[src/rtl/led_pio_arbiter.sv]
// Round-robin arbiter for the LED PIO: 1-cycle write strobe the cycle after a grant, then a HOLD_CYCLES hold-off.
// Requests wait (level, held until ack) while busy. LED_READBACK_EN adds a 1-cycle CHECK read after each write.
module led_pio_arbiter #(
  parameter int DATA_W      = 11,
  parameter int HOLD_CYCLES = 4,
  parameter int PIO_ADDR    = 0
) (
  input  logic              clk,
  input  logic              reset,
  input  logic [1:0]        req,
  input  logic [DATA_W-1:0] req_data0,
  input  logic [DATA_W-1:0] req_data1,
  output logic [1:0]        ack,
  output logic [1:0]        pio_address,
  output logic              pio_chipselect,
  output logic              pio_write_n,
  output logic [DATA_W-1:0] pio_writedata,
  input  logic [DATA_W-1:0] pio_readdata,
  output logic              busy,
  output logic              last_grant,
  output logic              readback_err
);

  localparam int CNT_W = (HOLD_CYCLES > 0) ? $clog2(HOLD_CYCLES + 1) : 1;
  localparam logic [CNT_W-1:0] HOLD_LOAD = (HOLD_CYCLES > 0) ? CNT_W'(HOLD_CYCLES - 1) : '0;

  typedef enum logic [1:0] {
    IDLE  = 2'd0,
    WRITE = 2'd1,
`ifdef LED_READBACK_EN
    CHECK = 2'd2,
`endif
    HOLD  = 2'd3
  } state_t;

  state_t            state, state_d;
  logic              grant, grant_d;
  logic              last_d;
  logic [CNT_W-1:0]  hold_cnt, cnt_d;
  logic [DATA_W-1:0] wdata_d;
  logic [1:0]        ack_d;
  logic              cs_d, wn_d;
`ifdef LED_READBACK_EN
  logic              err_q, err_d;
`endif

  assign pio_address = 2'(PIO_ADDR);

  always_ff @(posedge clk) begin
    if (reset) begin
      state          <= IDLE;
      grant          <= 1'b0;
      last_grant     <= 1'b1;
      hold_cnt       <= '0;
      pio_writedata  <= '0;
      ack            <= 2'b00;
      pio_chipselect <= 1'b0;
      pio_write_n    <= 1'b1;
      busy           <= 1'b0;
    end else begin
      state          <= state_d;
      grant          <= grant_d;
      last_grant     <= last_d;
      hold_cnt       <= cnt_d;
      pio_writedata  <= wdata_d;
      ack            <= ack_d;
      pio_chipselect <= cs_d;
      pio_write_n    <= wn_d;
      busy           <= (state_d != IDLE);
    end
  end

  always_comb begin
    state_d = state;
    grant_d = grant;
    last_d  = last_grant;
    cnt_d   = hold_cnt;
    wdata_d = pio_writedata;
    ack_d   = 2'b00;
    cs_d    = 1'b0;
    wn_d    = 1'b1;
`ifdef LED_READBACK_EN
    err_d   = err_q;
`endif
    case (state)
      IDLE: begin
        if (|req) begin
          // Contention goes to whoever was not served last.
          grant_d = (req == 2'b11) ? ~last_grant : req[1];
          wdata_d = grant_d ? req_data1 : req_data0;
          ack_d   = grant_d ? 2'b10 : 2'b01;
          cs_d    = 1'b1;
          wn_d    = 1'b0;
          state_d = WRITE;
        end
      end
      WRITE: begin
        last_d = grant;
`ifdef LED_READBACK_EN
        cs_d    = 1'b1;
        state_d = CHECK;
`else
        if (HOLD_CYCLES > 0) begin
          state_d = HOLD;
          cnt_d   = HOLD_LOAD;
        end else begin
          state_d = IDLE;
        end
`endif
      end
`ifdef LED_READBACK_EN
      CHECK: begin
        if (pio_readdata != pio_writedata) err_d = 1'b1;
        if (HOLD_CYCLES > 0) begin
          state_d = HOLD;
          cnt_d   = HOLD_LOAD;
        end else begin
          state_d = IDLE;
        end
      end
`endif
      HOLD: begin
        if (hold_cnt == '0) state_d = IDLE;
        else cnt_d = hold_cnt - CNT_W'(1);
      end
      default: state_d = IDLE;
    endcase
  end

`ifdef LED_READBACK_EN
  always_ff @(posedge clk) begin
    if (reset) err_q <= 1'b0;
    else       err_q <= err_d;
  end
  assign readback_err = err_q;
`else
  logic unused_readdata;
  assign unused_readdata = ^pio_readdata;
  assign readback_err    = 1'b0;
`endif

endmodule

[config.mk]
export PLATFORM = sky130hd
export DESIGN_NAME = led_pio_arbiter
export DESIGN_NICKNAME = d
export VERILOG_FILES = /design/src/rtl/led_pio_arbiter.sv
export SDC_FILE = /design/constraint.sdc
export NUM_CORES = 1
export LEC_CHECK = 0
export CAP_MARGIN = 20
export CORE_AREA = 2 2 53 55
export DETAILED_ROUTE_END_ITERATION = 8
export DIE_AREA = 0 0 55 57
export GPL_ROUTABILITY_DRIVEN = 0
export PLACE_DENSITY_LB_ADDON = 0.08
export SLEW_MARGIN = 20
export SYNTH_ARGS = -nofsm -noshare
export SYNTH_HDL_FRONTEND = slang
export SYNTH_SLANG_ARGS = --single-unit
[constraint.sdc]
create_clock -name clk -period 2.8 [get_ports clk]
set_input_delay 0.56 -clock clk [delete_from_list [all_inputs] [get_ports clk]]
set_output_delay 0.56 -clock clk [all_outputs]
set_load 0.02 [all_outputs]
==> summary.md, run 1 <==
| Metric | Value |
|---|---|
| Status | completed |
| Largest delay share family, worst path | buffers and inverters |
| Grt total ovfl | 0 |
| Vias | roughly 860 |
| Core Util, Final | a little over half |
| Cells after synthesis | 99 |
| Post_cts resized | 0 |
| Area Overhead vs Synth | 45.31% |
| Final setup fails | 0 |
| Max-Slew Margin vs Limit | between 40% and 50% |
| Reg area | roughly 460 µm² |
| Width of the die | 55 µm |
| Fmax | 534.2 MHz |
| CP endpoint kind | primary output |
| ANT nets after route | 0 |
| Clock sinks | 23 |
| Remaining DRCs | 0 |
| Nets | 179 |
| FILL cells | 257 |
| CP Data Required Time | 2.24 ns |
| Layout cell share with drive strength beyond 1 | about 7% |
| CTS Hold Bufs | 0 |
| P_leak | around 0.55 nW |
| Hold_sp | hold_cnt[0] |
| Core region area | ~2600 µm² |
| Root Driver | clkbuf_4 |
| Boundary Pins | 57 |
| Post-Route WL | 2302 µm |
| WS Path Type | flip-flop to primary output |
| Worst Skew | 0.004796 ns |
| Cell Area, Synth | 974.7 µm² |
| Setup crit start kind | flip-flop |
| Crit path DAT | 1.31 ns |
| Tightest Pin Transition | between 0.8 and 0.9 ns |
| Chip height | 57 µm |
| Detailed Route Iter0 Violations | 13 |
| First-pass GRT wire length | about 3500 µm |
| Clock buffer depth | 2 |
| Slowest stage delay, CP | roughly 0.62 ns |
| CTS HTree Levels | 1 |
| Synthesized area per cell | 9.845 µm² |
| Setup repair bufs after CTS | 0 |
| Buf/Inv on CP | 1 |
| Min cycle time layout | between 1.5 and 2 ns |
| Cell breakdown of the critical path | clkdlybuf4s50_1 |
| Total track usage | 15.55% |
| Clock Latency Late Sink | approximately 0.3 ns |
| Synth warn | 0 |
| Drt pass-1 iters | 4 |
| Port bufs | 42 |
| Total CTS buffers | 3 |
| Wire per inst | 13.54 µm |
| Post-synth cell types | 26 |
| Initial antenna violation count | 0 |
| Multi-input gate area | 446.7 µm² |
| ANT cells | 0 |
| Worst path slowest cell | clkdlybuf4s50_1 |
| Pwr dens | 610.4 nW/µm² |
| Final instance area | 1416 µm² |
| Max Slew Vio Count | 0 |
| Site row count | 19 |
| Final Cycle Share | 66.86% |
| Hold WC Path Type | flip-flop to flip-flop |
| Cell Area, Placed | 1389 µm² |
| Setup crit start | last_grant |
| Pin count of the biggest net entering global routing | 20 |
| Initial Utilization | 37.27% |
| Max_cap viols | 0 |
| Synth top area share | 47.24% |
| Die Area | 3135 µm² |
| FF+latch count, synth | 23 |
| Fin. Hold Viols | 0 |
| Reg clk slew, reported paths | 0.13 ns |
| Vias in the first global route | 809 |
| Setup TNS | 0 ns |
| Worst VDD drop | 522.4 µV |
| FF-to-FF Start | state[0] |
| CP Max Fanout | 4 |
| Hpwl dp | 1664 µm |
| CTS tree | built |
| Via density | 5.047 |
| Ranking of synthesized cells by area | dfxtp_1 (47%), a221o_1 (11%), nand2b_1 (8.3%), a21oi_1 (7.2%), buf_4 (3.1%) |
| Unrepaired setup endpoints after global routing | no |
| Area leader, netlist | dfxtp_1 |
| Sequential-to-total area share from yosys stat | 47.24% |
-- logic make-up (layout without fill, tap and decap cells) --
group	count (synthesis)	after routing	share of synthesized area, %
other	1	3	0.3847
adder cells (fa/ha/maj)	2	2	2.567
flip-flops	23	23	47.24
AO/OA/AOI/OAI	33	33	24.52
buffers and inverters	13	51	7.701
AND/OR/NAND/NOR	27	27	17.59
-- final cells by class --
cell class              count  share of cell area (%)
clock buffers               3                   1.590
clock inverters             1                  0.3534
inverters                   4                   1.060
multi-input cells          65                   31.54
flip-flops and latches     23                   32.51
well taps                  31                   2.739
repair buffers             43                   30.21
-- state kept, by name, indices dropped and copies added (netlist names) --
name and cells:
pio_write_n 1, pio_chipselect 1, busy 1, grant 1, hold_cnt 3, state 2, pio_writedata 11, ack 2
last_grant 1
-- power by group --
part	leakage, nW	internal [mW]	switching (mW)	total, mW
clock	0.0177	0.0533	0.0971	0.150
sequential	0.190	0.381	0.0321	0.413
combinational	0.340	0.153	0.148	0.301
-- metal layers --
layer  global-route usage, %  vias up  part of all wire, %
met5                       0        -                    0
met1                   16.17      409                   42
met4                   7.317        0                 0.78
met3                   2.880        2                  5.6
met2                   28.57       19                   52
li1                        -      428                    -
-- per-stage QoR --
stage          hold slack, ns  setup WS, ns  power, mW  instances
2_1_floorplan          0.4273         1.405     0.5905        101
3_3_place_gp           0.4429        0.8179     0.7182        166
3_5_place_dp           0.4589        0.8001     0.7244        166
4_1_cts                0.4809        0.9050     0.8794        170
5_1_grt                0.5008        0.8731     0.9183        170
6_report               0.4792        0.9279     0.8646        170
-- placed cells by master (no fill, tap or decap) --
master           count
o21ai_0              2
a221o_1             11
or4b_4               1
a21oi_2              1
nor3_2               1
nand2b_1            13
buf_4                1
or2_2                1
dfxtp_1             23
conb_1               3
clkinv_2             1
inv_1                4
and3_4               1
a21oi_1             14
ha_1                 2
nand2_1              4
clkbuf_4             3
a211o_1              1
a221oi_1             1
nand3b_1             1
a21o_1               2
a211oi_1             1
nor2b_1              2
and3_1               1
clkdlybuf4s50_1     42
nor2_1               2
-- Yosys cell counts, drive strengths merged --
library cell,n
or2,1
nor2,2
clkbuf,1
nor2b,2
buf,8
nand2b,13
dfxtp,23
a21oi,15
conb,1
o21ai,2
nor3,1
a211oi,1
or4b,1
and3,2
nand2,4
ha,2
nand3b,1
inv,4
a221o,11
a21o,2
a211o,1
a221oi,1
-- worst paths after layout --
path                       to  slack [ns]  cells after the start
max                last_grant        0.93                      1
min               hold_cnt[0]        0.48                      1
min reg2reg       hold_cnt[0]        0.48                      1
max reg2reg  pio_writedata[7]        1.16                      3
No activity file was read; power rests on OpenSTA's default activity.
==> run 2: changes to the inputs <==
--- a/config.mk
+++ b/config.mk
@@ -6,9 +6,9 @@
 export NUM_CORES = 1
 export LEC_CHECK = 0
 export CAP_MARGIN = 20
-export CORE_AREA = 2 2 53 55
+export CORE_AREA = 2 2 55 57
 export DETAILED_ROUTE_END_ITERATION = 8
-export DIE_AREA = 0 0 55 57
+export DIE_AREA = 0 0 57 59
 export GPL_ROUTABILITY_DRIVEN = 0
 export PLACE_DENSITY_LB_ADDON = 0.08
 export SLEW_MARGIN = 20
==> constraint.sdc (replaced) <==
create_clock -name clk -period 1.89 [get_ports clk]
set_input_delay 0.378 -clock clk [delete_from_list [all_inputs] [get_ports clk]]
set_output_delay 0.378 -clock clk [all_outputs]
set_load 0.02 [all_outputs]
==> summary.md, run 2 (synthesis results as in run 1) <==
| Metric | Value |
|---|---|
| Status | completed (unchanged) |
| Largest delay share family, worst path | buffers and inverters (unchanged) |
| Max Slew Vio Count | 0 (unchanged) |
| First-pass GRT wire length | 3788 µm (was 3463 µm) |
| Post_cts resized | 0 (unchanged) |
| Max_cap viols | 0 (unchanged) |
| Vias | 862 (was 858) |
| Layout cell share with drive strength beyond 1 | 7.801% (was 7.194%) |
| Clock power frac | 17.1% (was 17.4%) |
| ANT cells | 0 (unchanged) |
| Pin count of the biggest net entering global routing | 20 (unchanged) |
| Most flops, register | pio_writedata (unchanged) |
| Boundary Pins | 57 (unchanged) |
| CP Data Required Time | 1.51 ns (was 2.24 ns) |
| Remaining DRCs | 0 (unchanged) |
| Worst VDD drop | 676.5 µV (was 522.4 µV) |
| Hold EP | grant (was hold_cnt[0]) |
| Hold path depth | 1 (unchanged) |
| Fin Hold WS | 0.4768 ns (was 0.4792 ns) |
| Slowest stage delay, CP | 0.61 ns (was 0.62 ns) |
| Port bufs | 42 (unchanged) |
| Fmax | 600.2 MHz |
| Final Cycle Share | 88.16% |
| Detailed Route Iter0 Violations | 9 (was 13) |
| Crit Reg-Reg Endpoint | hold_cnt[2] (was pio_writedata[7]) |
| Commonest non-fill, non-tap cell in the layout | clkdlybuf4s50_1 (unchanged) |
| Root Driver | clkbuf_4 (unchanged) |
| Switching pwr | 0.4056 mW (was 0.2775 mW) |
| Wire per inst | 13.45 µm (was 13.54 µm) |
| Hold_sp | grant (was hold_cnt[0]) |
| Setup crit start kind | flip-flop (unchanged) |
| Worst Skew | 0.001805 ns (was 0.004796 ns) |
| Most frequent cells in the layout | clkdlybuf4s50_1 (42), dfxtp_1 (23), a21oi_1 (14), nand2b_1 (13), a221o_1 (11) (unchanged) |
| Crit path DAT | 1.29 ns (was 1.31 ns) |
| Switching portion of total power | 31.44% (was 32.09%) |
| Pint | 0.8845 mW (was 0.5871 mW) |
| CTS Hold Bufs | 0 (unchanged) |
| Chip height | 59 µm (was 57 µm) |
| Post-Route WL | 2314 µm (was 2302 µm) |
| Buf/Inv on CP | 1 (unchanged) |
| Drt pass-1 iters | 4 (unchanged) |
| Area Overhead vs Synth | 46.73% (was 45.31%) |
| Reg clk slew, reported paths | 0.12 ns (was 0.13 ns) |
| Width of the die | 57 µm (was 55 µm) |
| P_leak | 0.5544 nW (was 0.5471 nW) |
| Final setup fails | 0 (unchanged) |
| Core region area | 2710 µm² (was 2615 µm²) |
| Nets | 181 (was 179) |
| Clock Latency Late Sink | 0.30 ns (about the same) |
| CTS tree | built (unchanged) |
| Max reg flops | 11 (unchanged) |
| Grt total ovfl | 0 (unchanged) |
| Hpwl dp | 1686 µm (was 1664 µm) |
| Unrepaired setup endpoints after global routing | no (unchanged) |
| Min cycle time layout | ~1.7 ns |
| Vias in the first global route | 860 (was 809) |
| ANT nets after route | 0 (unchanged) |
| Total track usage | 14.23% (was 15.55%) |
| Fin. Hold Viols | 0 (unchanged) |
| Clock buffer depth | 2 (unchanged) |
| Setup TNS | 0 ns (unchanged) |
| Site row count | 19 (unchanged) |
| Pwr dens | 902.1 nW/µm² (was 610.4 nW/µm²) |
| Reg2Reg Depth | 4 (was 3) |
| Setup repair bufs after CTS | 0 (unchanged) |
| Hold WC Path Type | flip-flop to flip-flop (unchanged) |
| CP Max Fanout | 4 (unchanged) |
| R2r setup slk | 0.55 ns (was 1.16 ns) |
| FF-to-FF Start | hold_cnt[0] (was state[0]) |
| Initial Utilization | 35.96% (was 37.27%) |
| Initial antenna violation count | 0 (unchanged) |
| Cell breakdown of the critical path | clkdlybuf4s50_1 (unchanged) |
| Total CTS buffers | 3 (unchanged) |
| Sequential Power Share | 47.4% (was 47.8%) |
| Worst path slowest cell | clkdlybuf4s50_1 (unchanged) |
| Clock sinks | 23 (unchanged) |
| WS Path Type | flip-flop to primary output (unchanged) |
| CP endpoint kind | primary output (unchanged) |
| Biggest regs | pio_writedata (11), hold_cnt (3) (unchanged) |
| Via density | 5.012 (was 5.047) |
| Logic gate share of total power | 35.4% (was 34.8%) |
| Die Area | 3363 µm² (was 3135 µm²) |
| CTS HTree Levels | 1 (unchanged) |
run 2: power by group through the flow:
stage | Combinational (mW) | Sequential (mW) | Clock (mW)
3_5_place_dp | 0.461 | 0.625 | 0
4_1_cts | 0.464 | 0.614 | 0.234
2_1_floorplan | 0.185 | 0.690 | 0
6_report | 0.457 | 0.612 | 0.221
3_3_place_gp | 0.459 | 0.622 | 0
5_1_grt | 0.496 | 0.621 | 0.253
run 2: area by class of cell:
| cell class | instances | area, µm² |
|---|---|---|
| clock buffers | 4 | 26.28 |
| fillers | 251 | 1280 |
| inverters | 4 | 15.01 |
| multi-input cells | 65 | 446.7 |
| flip-flops and latches | 23 | 460.4 |
| well taps | 31 | 38.79 |
| repair buffers | 45 | 442.9 |
run 2: layer usage:
layer  wire length [µm]  vias up  share of wire [%]  track usage, %
met5                  0        -                  0               0
met4                 17        0               0.73           1.993
met3                142        2                6.1           4.803
met2               1208       23                 52           27.42
met1                945      403                 41           15.40
li1                   -      434                  -               -
run 2: worst max path at each step:
stage,from,end,slack (ns),depth (start not counted)
after floorplan,last_grant,pio_writedata[2],0.62,4
after global placement,reset,pio_writedata[6],0.17,5
after detailed placement,req[1],pio_writedata[4],0.17,5
after CTS,last_grant,last_grant,0.20,1
after global routing,last_grant,last_grant,0.17,1
final,last_grant,last_grant,0.22,1
run 2: per-stage QoR:
stage	area [µm²]	util [%]	total power, mW	std cells	setup WS [ns]
after floorplan	982.2	-	0.8747	101	0.6212
after global placement	1404	51.80	1.081	168	0.1738
after detailed placement	1404	51.80	1.087	168	0.1682
after CTS	1430	52.77	1.312	172	0.2047
after global routing	1430	52.77	1.369	172	0.1690
final	1430	52.77	1.290	172	0.2238
